### src/rtl/memcopy_dma.sv
// Single-command word-copy DMA that owns the data-memory port while busy.
// Optional overlap-safe (memmove) ordering is enabled with `define MEMCOPY_BACKWARD_EN.
module memcopy_dma #(
  parameter int DM_ADDRESS = 9,
  parameter int DATA_W     = 32
) (
  input  logic                  clk,
  input  logic                  rst_n,
  input  logic                  start,
  input  logic [31:0]           src,
  input  logic [31:0]           dst,
  input  logic [31:0]           len,
  input  logic                  abort,
  output logic                  busy,
  output logic                  done,
  output logic                  aborted,
  output logic [DM_ADDRESS-1:0] mem_addr,
  output logic                  mem_re,
  output logic                  mem_we,
  output logic [DATA_W-1:0]     mem_wd,
  input  logic [DATA_W-1:0]     mem_rd
);

  // state   | meaning
  // S_IDLE  | waiting for start, port released
  // S_READ  | issuing read of word i
  // S_WRITE | writing word i with the read data passed through
  // S_DONE  | one-cycle completion pulse
  localparam logic [1:0] S_IDLE  = 2'd0;
  localparam logic [1:0] S_READ  = 2'd1;
  localparam logic [1:0] S_WRITE = 2'd2;
  localparam logic [1:0] S_DONE  = 2'd3;

  localparam logic [DM_ADDRESS-1:0] PTR_ONE = {{(DM_ADDRESS-1){1'b0}}, 1'b1};

  logic [1:0]            state;
  logic [31:0]           len_q;
  logic [31:0]           idx;
  logic [DM_ADDRESS-1:0] rd_base;
  logic [DM_ADDRESS-1:0] wr_base;
  logic [DM_ADDRESS-1:0] rd_ptr;
  logic [DM_ADDRESS-1:0] wr_ptr;
  logic [DM_ADDRESS-1:0] idx_lo;
  logic [DM_ADDRESS-1:0] back_off;
  logic                  abort_flag;
  logic                  last_word;

  assign idx_lo    = idx[DM_ADDRESS-1:0];
  assign last_word = ((idx + 32'd1) == len_q);

`ifdef MEMCOPY_BACKWARD_EN
  logic backward;
  logic back_q;

  // Overlapping forward-shifted copies must run from the top down to avoid clobbering.
  assign backward = (dst > src) && ({1'b0, dst} < ({1'b0, src} + {1'b0, len}));
  assign back_off = backward ? (len[DM_ADDRESS-1:0] - PTR_ONE) : '0;
  assign rd_ptr   = back_q ? (rd_base - idx_lo) : (rd_base + idx_lo);
  assign wr_ptr   = back_q ? (wr_base - idx_lo) : (wr_base + idx_lo);

  always_ff @(posedge clk or negedge rst_n) begin
    if (!rst_n) begin
      back_q <= 1'b0;
    end else if (state == S_IDLE && start) begin
      back_q <= backward;
    end
  end
`else
  logic unused_addr_hi;

  assign unused_addr_hi = ^{src[31:DM_ADDRESS], dst[31:DM_ADDRESS], PTR_ONE};
  assign back_off       = '0;
  assign rd_ptr         = rd_base + idx_lo;
  assign wr_ptr         = wr_base + idx_lo;
`endif

  always_ff @(posedge clk or negedge rst_n) begin
    if (!rst_n) begin
      state      <= S_IDLE;
      len_q      <= '0;
      idx        <= '0;
      rd_base    <= '0;
      wr_base    <= '0;
      abort_flag <= 1'b0;
    end else begin
      case (state)
        S_IDLE: begin
          if (start) begin
            len_q   <= len;
            idx     <= '0;
            rd_base <= src[DM_ADDRESS-1:0] + back_off;
            wr_base <= dst[DM_ADDRESS-1:0] + back_off;
            state   <= (len == 32'd0) ? S_DONE : S_READ;
          end
        end
        S_READ: begin
          if (abort) abort_flag <= 1'b1;
          state <= S_WRITE;
        end
        S_WRITE: begin
          idx <= idx + 32'd1;
          if (abort) abort_flag <= 1'b1;
          state <= (last_word || abort_flag || abort) ? S_DONE : S_READ;
        end
        S_DONE: begin
          abort_flag <= 1'b0;
          state      <= S_IDLE;
        end
        default: state <= S_IDLE;
      endcase
    end
  end

  always_comb begin
    busy     = (state == S_READ) || (state == S_WRITE);
    done     = (state == S_DONE);
    aborted  = (state == S_DONE) && abort_flag;
    mem_re   = (state == S_READ);
    mem_we   = (state == S_WRITE);
    mem_addr = '0;
    mem_wd   = '0;
    if (state == S_READ) begin
      mem_addr = rd_ptr;
    end else if (state == S_WRITE) begin
      mem_addr = wr_ptr;
      mem_wd   = mem_rd;
    end
  end

endmodule

### config.mk
export PLATFORM = sky130hd
export DESIGN_NAME = memcopy_dma
export DESIGN_NICKNAME = d
export VERILOG_FILES = /design/src/rtl/memcopy_dma.sv
export SDC_FILE = /design/constraint.sdc
export NUM_CORES = 1
export LEC_CHECK = 0
export ABC_CLOCK_PERIOD_IN_PS = 2650
export BUFFER_PORTS_ARGS = -buffer_cell sky130_fd_sc_hd__buf_2
export CORE_ASPECT_RATIO = 1.1
export CORE_MARGIN = 8
export CORE_UTILIZATION = 47
export CTS_CLUSTER_DIAMETER = 150
export DETAILED_ROUTE_END_ITERATION = 12
export HOLD_SLACK_MARGIN = 0.05
export PLACE_DENSITY = 0.77
export SYNTH_ARGS = -nofsm -noshare
export SYNTH_HDL_FRONTEND = slang
export SYNTH_SLANG_ARGS = --single-unit
### constraint.sdc
create_clock -name clk -period 2.65 [get_ports clk]
set_input_delay 0.265 -clock clk [delete_from_list [all_inputs] [get_ports clk]]
set_output_delay 0.265 -clock clk [all_outputs]
set_load 0.05 [all_outputs]
# Word-level counts from Yosys, hierarchy flattened
# Cells that the tools add are included.
# Widths: inputs -> output; s select.
word_totals:
  out_inout_bits: 46
  word_cells: 39
  ram_bits: 0
  mem_bits_ro: 0
  input_bits: 132
  mem_count: 0
  regBits: 85
  latch_bits: 0
classes:
  mul: 0
  bitwise_logic: 0
  mux: 12
  n_shift: 0
  n_eq_ne: 6
  n_addsub: 3
  reduce_logical: 12
  n_div: 0
  order_cmp: 0
ops:
  columns: ["op", "count"]
  rows:
  - ["$mux 32", 3]
  - ["$pmux 32 s2", 1]
  - ["$add 32x1->32 const B", 1]
  - ["$eq 32x32->1", 1]
  - ["$logic_not 32->1", 1]
  - ["$add 9x9->9", 2]
  - ["$mux 9", 2]
  - ["$pmux 2 s4", 1]
  - ["$mux 2", 3]
  - ["$reduce_and 2->1", 3]
  - ["$eq 2x2->1 const B", 2]
  - ["$reduce_bool 2->1", 2]
  - ["$logic_or 1x1->1", 3]
  - ["$eq 2x1->1 const B", 1]
  - ["$logic_not 2->1", 1]
  - ["$ne 2x1->1 const B", 1]
  - ["$ne 2x2->1 const B", 1]
  - ["$pmux 1 s2", 1]
  - ["$reduce_or 2->1", 1]
  - ["$logic_and 1x1->1", 1]
  - ["$mux 1", 1]

# Depth between registers and ports, before layout
# Gate-level depths: netlist of the first run.
depth:
  word_depth: 6
  mapped_depth: 10
  mapped_depth_nobuf: 10

# Least setup slack after synthesis of the first run
# Ideal clock, no wire load.
synth_path:
  path_type: "reg2out"
  from: "register idx[1]"
  to: "output mem_addr[7]"
  required_time_ns: 2.385
  stages_incl_launch_ff: 9
  t_arrival_ns: 3.367
  path_slack_ns: -0.982
  path_buffers: 0
  path_cell_list: "dfrtp_1 > ha_1 > a21o_1 > a21oi_1 > nor2b_1 > o21ai_0 > a21oi_1 > xnor2_1 > o311ai_0"
synth_via:
  elab_chain_len: 3
  elab_cells_between_ends: 4
  classes_between: "2 x add/sub; 2 x mux"
synth_rtl:
  columns: ["element", "line_no", "rtl"]
  rows:
  - ["start: declaration", "38", "logic [31:0] idx;"]
  - ["start signal: assignment", "101", "idx <= idx + 32'd1;"]
  - ["$add 9x9->9", "74", "assign wr_ptr = wr_base + idx_lo;"]
  - ["$mux 9", "124", "end else if (state == S_WRITE) begin"]
  - ["$mux 9 *", "122", "if (state == S_READ) begin"]
  - ["end: declaration", "17", "output logic [DM_ADDRESS-1:0] mem_addr,"]
# Every way passes the cells marked *; elsewhere a longest branch is shown, timed or not.

# Worst setup path after layout of the first run
layout_path:
  from: "register idx[0]"
  to: "output mem_addr[8]"
# Same word-level chain as after synthesis.

==> reports/results.tsv, run 1 <==
metric	value	unit
outcome	finished with violations	
failing checks	setup timing	
most common cell after layout, fill and taps aside	buf_2	
# fillers	869	
max-capacitance violation count	0	
hold path cells	2	
Setup Skew	8.887	ps
Clock Latency Late Sink	340	ps
Max IR drop VDD	0.0007855	V
EDFF count, synth	0	
Clock transition at path regs	60	ps
Req. time, crit path	2380	ps
Routed Antenna Nets	0	
First-pass DRT Iterations	5	
DR vias/cell	6.010	
CTS H-tree depth	3	
antenna violations before repair	0	
Async S/R FF share, synth	100.0	%
die width	120.3	um
Multi-input gate area	3606	um^2
highest clock rate	322.4	MHz
core area	11880	um^2
reg-to-reg slack, setup	-180	ps
CP top delay family	compound AO/OA/AOI/OAI gates	
port bufs	131	
setup ws final	-451.5	ps
Worst Setup End Kind	output pin	
CTS tree	done	
Overall Global Routing Usage	22.28	%
RSZ-0062 raised after global routing	yes	
total number of vias	5637	
setup TNS	-1322	ps
largest net degree at the start of global routing	44	
total CTS buffers	9	
WHS	147.5	ps
die height	130.8	um
syn_area_per_cell	9.541	um^2
Longest Clk Path Bufs	2	
Seq/Total Area, Yosys	37.79	%
Crit Reg-Reg Endpoint	state[1]	
DIE AREA	15740	um^2
fin crit share	117.0	%
critical path's slowest cell	dfrtp_2	
Yosys warnings	0	
Rel. slew slack	59.36	%
final setup fails	6	
Synth Instances	590	
Synth cell types	59	
share of layout cells above drive strength 1	41.71	%
Worst Setup Path Type	reg2out	
Worst Max-Slew Pin Slew	609.6	ps
crit-path max cell delay	420	ps
WL per Instance	19.82	um
Pwr Density	981.9	nW/um^2
final hold vios	0	
Tmin final	3101	ps
hold_sp	src[7]	
Layout area overhead	35.43	%
Reg2Reg Depth	14	
Leak	0.003647	uW
FF+latch area	2128	um^2
initial core utilization	47.40	%
Hold Crit Class	in2reg	
CP Data Arrival Time	2840	ps
first-pass GRT wire length	27.97	mm
crit path max fanout	2	
Mapped Nets	745	
most frequent cells in the layout	buf_2, dfrtp_1, buf_4	
Buffers & Inverters on Critical Path	1	
ant diodes	0	
startpoint types	flop	
clk sinks	85	
vias in the first global route	5629	
Worst Hold Path EP	rd_base[7]	
post-route DRC violation count	0	
1st-iter DRT viols	510	
GP Congestion	0.9237	
Post-Syn Area	5629	um^2
Clock Tree Root	clkbuf_16	
#FFs+latches synth	85	
FF-to-FF Start	idx[0]	
final net count	935	
hpwl dp	13.00	mm
Cell Rows	42	
Synth Flop Type	dfrtp_1	
crit-path cells	ha_4 > fa_2 > a21o_1 > a21oi_2 > o21bai_2 > a2111oi_4 > o21ai_1 > a211o_1 > o211ai_1 > buf_4	
fin. max-slew vios	0	
total gr overflow	0	
IO Pins	178	
total wire length	18.59	mm
## per-layer routing
metal,GRT usage (%),part of all wire (%),vias to the layer above
met5,0,0,-
met4,11.62,4.8,0
met3,5.329,9.0,75
met2,39.70,50,316
met1,24.35,36,2715
li1,-,-,2531
## flip-flops by register name (all words and copies together) (netlist names)
register	count
abort_flag	1
wr_base	9
rd_base	9
idx	32
len_q	32
state	2
## synth_stat cells, types with 3 or more instances
cell       count  area (um^2)
o21ai_0       52        260.3
buf_2          7        35.03
mux2_2        50        563.0
xor2_1        18        157.7
nand2_1       38        142.6
nor2b_1        4        25.02
a21oi_1       20        100.1
and2_1         5        31.28
o31ai_1       16        120.1
and4_1         6        52.55
and3_1        39        244.0
a31oi_1        3        18.77
nor3_1         6        30.03
dfrtp_1       85         2127
a21o_1        10        75.07
inv_1         15        56.30
nor4_1        10        62.56
ha_1          21        262.8
nor2_1        34        127.6
nand4_1       14        87.58
a22o_1         4        35.03
buf_1          6        22.52
nand3_1       12        60.06
clkbuf_1      18        67.56
or3_1          3        18.77
o2111ai_1      3        26.28
nand3_2        4        40.04
nand3b_1       3        22.52
xnor2_1       42        367.9
mux2i_1        3        30.03
## report_power, final
group	total [uW]	internal (uW)	switching, uW
Clock	1240	750	491
Sequential	2100	1730	376
Combinational	4140	1710	2430
## kinds of logic (layout without fill, tap and decap cells)
group / Yosys count / after routing / share of synthesized area, %
simple gates: 191 / 191 / 18.83
compound gates: 129 / 129 / 14.58
buf+inv: 49 / 243 / 3.556
xor+xnor: 60 / 60 / 9.335
mux: 53 / 53 / 10.54
fa+ha+maj: 23 / 23 / 5.379
flops: 85 / 85 / 37.79
## how the worst max path moves through the flow
stage                start           to  slack (ps)  cells after the start
floorplan           idx[1]  mem_addr[7]        -390                      8
global placement    idx[0]  mem_addr[8]        -260                     10
detailed placement  idx[0]  mem_addr[8]        -300                     10
CTS                 idx[0]  mem_addr[8]        -390                     10
global route        idx[0]  mem_addr[8]        -530                     10
finish              idx[0]  mem_addr[8]        -450                     10
## metrics by stage
step	total power, uW	util, %	area [um^2]	setup slack (ps)	instances
finish	7485	64.19	7624	-451.5	938
detailed placement	5691	57.30	6805	-301.1	900
CTS	7188	61.78	7337	-387.4	923
global route	7858	64.19	7624	-529.0	938
floorplan	4680	-	5644	-387.6	590
global placement	5527	57.30	6805	-263.8	900
## cell type report
cell class / count / area share (%)
clock buffer: 13 / 3.282
clock inverter: 2 / 0.4595
inverter: 16 / 0.8206
multi-input combinational: 456 / 47.30
sequential: 85 / 27.92
tap: 154 / 2.527
timing repair buffer: 212 / 17.69
## repair_timing
| item | in CTS | in global routing |
|---|---|---|
| hold buffers | 1 | 0 |
| setup endpoints to repair | 6 | 9 |
| setup buffers | 7 | 17 |
| pin swaps | 24 | 35 |
| hold endpoints to repair | 42 | 0 |
| gates resized for setup | 43 | 34 |
Power figures use the tool's default switching activity.
==> run 2, diff against run 1 <==
--- a/config.mk
+++ b/config.mk
@@ -14,6 +14,7 @@
 export DETAILED_ROUTE_END_ITERATION = 12
 export HOLD_SLACK_MARGIN = 0.05
 export PLACE_DENSITY = 0.77
+export SETUP_SLACK_MARGIN = 0.02
 export SYNTH_ARGS = -nofsm -noshare
 export SYNTH_HDL_FRONTEND = slang
 export SYNTH_SLANG_ARGS = --single-unit
==> run 2 against run 1 <==
Compared with the run above: the run still ends with setup timing left; clock power hardly changed; total power fell by 0.86%; sequential power about the same; clock skew decreased by 0.75 ps; flip-flop and latch count stayed put; largest cell class unchanged.
==> reports/results.tsv, run 2 (synthesized netlist as in run 1, its figures left out) <==
metric	value	unit
hpwl dp	13.00	mm
Pwr Total	7421	uW
clk sinks	85	
post-route DRC violation count	0	
Overall Global Routing Usage	22.98	%
initial core utilization	47.40	%
share of layout cells above drive strength 1	41.08	%
# fillers	896	
Pwr Density	983.1	nW/um^2
Clock Tree Root	clkbuf_16	
max-capacitance violation count	0	
total wire length	17.92	mm
ant diodes	0	
Clock Latency Late Sink	340	ps
Max IR drop VDD	0.0008067	V
largest net degree at the start of global routing	44	
Worst Hold Path EP	rd_base[7]	
Layout area overhead	34.10	%
outcome	finished with violations	
CP top delay family	compound AO/OA/AOI/OAI gates	
reg-to-reg slack, setup	-170	ps
crit-path cells	ha_4 > fa_2 > a21o_1 > a21oi_2 > o21bai_2 > a2111oi_2 > o21ai_1 > a211o_1 > o211ai_1 > buf_4	
Logic pwr share	55.0	%
Rel. slew slack	59.30	%
Final Core Density	63.56	%
Sw Share	43.91	%
Crit Reg-Reg Endpoint	state[1]	
Hold Crit Class	in2reg	
vias in the first global route	5682	
P_sw	3258	uW
Worst Setup End Kind	output pin	
fin. max-slew vios	0	
1st-iter DRT viols	494	
FF+latch area	2128	um^2
setup ws final	-495.3	ps
core area	11880	um^2
total gr overflow	0	
hold path cells	2	
port bufs	131	
register share of total power	28.3	%
Setup Skew	8.137	ps
CTS tree	done	
biggest regs	idx: 32 flops, len_q: 32 flops	
GP Congestion	0.9237	
die width	120.3	um
Clock transition at path regs	60	ps
most common cell after layout, fill and taps aside	buf_2	
DR vias/cell	5.822	
crit path max fanout	2	
CP Data Arrival Time	2880	ps
final hold vios	0	
final net count	930	
Longest Clk Path Bufs	2	
Cell Rows	42	
die height	130.8	um
Reg2Reg Depth	13	
highest clock rate	317.9	MHz
Worst Max-Slew Pin Slew	610.5	ps
First-pass DRT Iterations	5	
hold_sp	src[7]	
crit-path max cell delay	430	ps
antenna violations before repair	0	
WL per Instance	19.21	um
first-pass GRT wire length	28.72	mm
Leak	0.003621	uW
failing checks	setup timing	
CTS H-tree depth	3	
fin crit share	118.7	%
most frequent cells in the layout	buf_2, dfrtp_1, buf_4	
DIE AREA	15740	um^2
Tmin final	3145	ps
critical path's slowest cell	dfrtp_2	
Routed Antenna Nets	0	
P_int	4163	uW
total number of vias	5432	
final setup fails	6	
Req. time, crit path	2380	ps
Buffers & Inverters on Critical Path	1	
Worst Setup Path Type	reg2out	
FF-to-FF Start	idx[1]	
Multi-input gate area	3578	um^2
startpoint types	flop	
part of the power in the clock network	16.7	%
setup TNS	-1778	ps
dpl ws	-301.1	ps
total CTS buffers	9	
IO Pins	178	
RSZ-0062 raised after global routing	yes	
run 2: per-layer routing:
layer / share of wire, % / vias to the layer above / GRT usage [%]
met5: 0 / - / 0
met4: 3.5 / 0 / 11.25
met3: 8.6 / 42 / 5.372
met2: 50 / 260 / 41.09
met1: 38 / 2610 / 25.35
li1: - / 2520 / -
run 2: how the worst max path moves through the flow:
| stage | from | endpoint | slack (ps) | depth (start not counted) |
|---|---|---|---|---|
| 6_report | idx[0] | mem_addr[8] | -500 | 10 |
| 4_1_cts | idx[0] | mem_addr[8] | -390 | 10 |
| 2_1_floorplan | idx[1] | mem_addr[7] | -390 | 8 |
| 3_5_place_dp | idx[0] | mem_addr[8] | -300 | 10 |
| 3_3_place_gp | idx[0] | mem_addr[8] | -260 | 10 |
| 5_1_grt | idx[0] | mem_addr[8] | -590 | 10 |
run 2: layout make-up:
class	instances	area share, %
Clock buffer	13	3.315
Clock inverter	2	0.4641
Inverter	16	0.7956
Multi-Input combinational cell	456	47.41
Sequential cell	85	28.19
Tap cell	154	2.553
Timing Repair Buffer	207	17.27
run 2: power groups by stage:
stage          clock [uW]  combinational, uW  sequential [uW]
3_3_place_gp            0               3450             2070
3_5_place_dp            0               3590             2100
5_1_grt              1320               4350             2140
2_1_floorplan           0               2700             1980
6_report             1240               4080             2100
4_1_cts              1260               3910             2090
run 2: per-stage QoR:
step | hold slack [ps] | instance area [um^2] | cells
4_1_cts | 143.3 | 7423 | 930
3_5_place_dp | 301.8 | 6805 | 900
2_1_floorplan | -30.59 | 5644 | 590
3_3_place_gp | 304.3 | 6805 | 900
5_1_grt | 152.2 | 7548 | 933
6_report | 148.1 | 7548 | 933
run 2: repair_timing:
item | in CTS | in global routing
setup endpoints to repair | 6 | 9
hold buffers | 1 | 0
cloned | 0 | 0
resized for setup | 50 | 21
pin swaps | 31 | 25
endpoints found under the hold margin | 42 | 0
setup buffers | 14 | 9
==> run 3, diff against run 2 <==
--- a/config.mk
+++ b/config.mk
@@ -14,7 +14,7 @@
 export DETAILED_ROUTE_END_ITERATION = 12
 export HOLD_SLACK_MARGIN = 0.05
 export PLACE_DENSITY = 0.77
-export SETUP_SLACK_MARGIN = 0.02
+export SETUP_SLACK_MARGIN = 0.2
 export SYNTH_ARGS = -nofsm -noshare
 export SYNTH_HDL_FRONTEND = slang
 export SYNTH_SLANG_ARGS = --single-unit
==> run 3 against run 2 <==
Compared with the run above: combinational power about the same; first-iteration DRC count shrank 21%; register-to-register slack better by 120 ps; critical endpoint unchanged; the run still ends with setup timing left; highest routed layer unchanged; hold slack better by 1.4 ps.
==> reports/results.tsv, run 3 (synthesized netlist as in run 1, its figures left out) <==
metric	value	unit
failing checks	setup timing	
Req. time, crit path	2380	ps
total gr overflow	0	
Clock Tree Root	clkbuf_16	
Layout area overhead	39.25	%
Pwr Total	7614	uW
total number of vias	5496	
most common cell after layout, fill and taps aside	buf_2	
Reg2Reg Depth	14	
fin. max-slew vios	0	
port bufs	131	
outcome	finished with violations	
Hold Crit Class	in2reg	
worst setup path endpoint	mem_addr[8]	
first-pass GRT wire length	27.72	mm
Leak	0.003767	uW
Tmin final	3095	ps
Clock transition at path regs	70	ps
startpoint types	flop	
Worst Max-Slew Pin Slew	614.2	ps
Placed Area	6887	um^2
highest clock rate	323.1	MHz
CTS H-tree depth	3	
die width	120.3	um
die height	130.8	um
Routed Antenna Nets	0	
CTS tree	done	
First-pass DRT Iterations	5	
final instance area	7839	um^2
max-capacitance violation count	0	
most frequent cells in the layout	buf_2, dfrtp_1, buf_4	
DIE AREA	15740	um^2
largest net degree at the start of global routing	50	
dpl ws	-101.3	ps
crit-path max cell delay	420	ps
RSZ-0062 raised after global routing	yes	
Worst Setup Path Type	reg2out	
setup ws final	-445.3	ps
critical path's slowest cell	dfrtp_2	
IO Pins	178	
hold_sp	src[1]	
crit path max fanout	2	
hpwl dp	12.80	mm
final setup fails	6	
WL per Instance	18.85	um
DR vias/cell	5.791	
clk sinks	85	
Setup Skew	11.74	ps
final hold vios	0	
Cell Rows	42	
total CTS buffers	9	
Overall Global Routing Usage	22.08	%
FF-to-FF Start	idx[0]	
reg-to-reg slack, setup	-50	ps
GP Congestion	0.9146	
share of layout cells above drive strength 1	43.77	%
fin crit share	116.8	%
Crit Reg-Reg Endpoint	state[1]	
crit-path cells	ha_4 > fa_2 > a21o_1 > a21oi_2 > o21bai_2 > a2111oi_4 > o21ai_1 > a211o_1 > o211ai_1 > buf_4	
Final Core Density	66.00	%
WHS	149.5	ps
Rel. slew slack	58.68	%
biggest regs	idx: 32 flops, len_q: 32 flops	
Max IR drop VDD	0.001054	V
crit path from	idx[0]	
Clock Latency Late Sink	340	ps
Longest Clk Path Bufs	2	
total wire length	17.89	mm
initial core utilization	47.40	%
final net count	945	
post-route DRC violation count	0	
core area	11880	um^2
CP Data Arrival Time	2830	ps
1st-iter DRT viols	390	
ant diodes	0	
vias in the first global route	5639	
Pwr Density	971.3	nW/um^2
Worst Setup End Kind	output pin	
antenna violations before repair	0	
## run 3: cell count changes in the layout (fill, tap and decap cells not counted), sizes merged
cell | previous run | this run
clkbuf | 13 | 12
buf | 206 | 221
inv | 16 | 17
clkinv | 1 | 0
clkinvlp | 0 | 1
bufinv | 1 | 2
## run 3: layout make-up
type,instances,area (um^2)
timing repair buffer,222,1463
fill,879,4038
multi-input combinational,456,3651
tap,154,192.7
inverter,16,60.06
clock inverter,4,76.32
sequential,85,2130
clock buffer,12,266.5
## run 3: layer usage
| layer | global-route usage, % | routed length [um] | part of all wire [%] | vias up |
|---|---|---|---|---|
| met2 | 39.51 | 8937 | 50 | 266 |
| met3 | 5.801 | 1539 | 8.6 | 48 |
| met4 | 9.706 | 599 | 3.3 | 0 |
| met1 | 24.33 | 6814 | 38 | 2639 |
| li1 | - | - | - | 2543 |
| met5 | 0 | 0 | 0 | - |
## run 3: how the worst min path moves through the flow
stage / end / cells after the start
floorplan: abort_flag / 0
global placement: rd_base[3] / 1
detailed placement: rd_base[3] / 1
CTS: rd_base[1] / 2
global route: rd_base[6] / 2
finish: rd_base[1] / 2
## run 3: repair_timing
action	CTS	global route
pin swaps	25	16
hold endpoints to repair	36	0
hold buffers	1	0
buffers inserted	19	9
gates cloned	0	0
resized for setup	54	33
endpoints found under the setup margin	10	16
## run 3: critical path, delay by kind of cell (launching register included)
family / cells / cell delay [ps]
DFF: 1 / 420
buffers and inverters: 1 / 220
adders and majority gates: 2 / 530
AOI/OAI and AO/OA: 7 / 1310
## run 3: report_power, final
part	switching, uW	total, uW	internal [uW]
Clock	526	1430	906
Sequential	404	2130	1730
Combinational	2360	4050	1690
Total	3290	7610	4330
## run 3: through the flow
stage | std cells | setup TNS [ps]
after floorplan | 590 | -138.0
after global placement | 904 | -54.90
after detailed placement | 904 | -140.5
after CTS | 940 | -735.8
after global routing | 949 | -1603
final | 949 | -1027
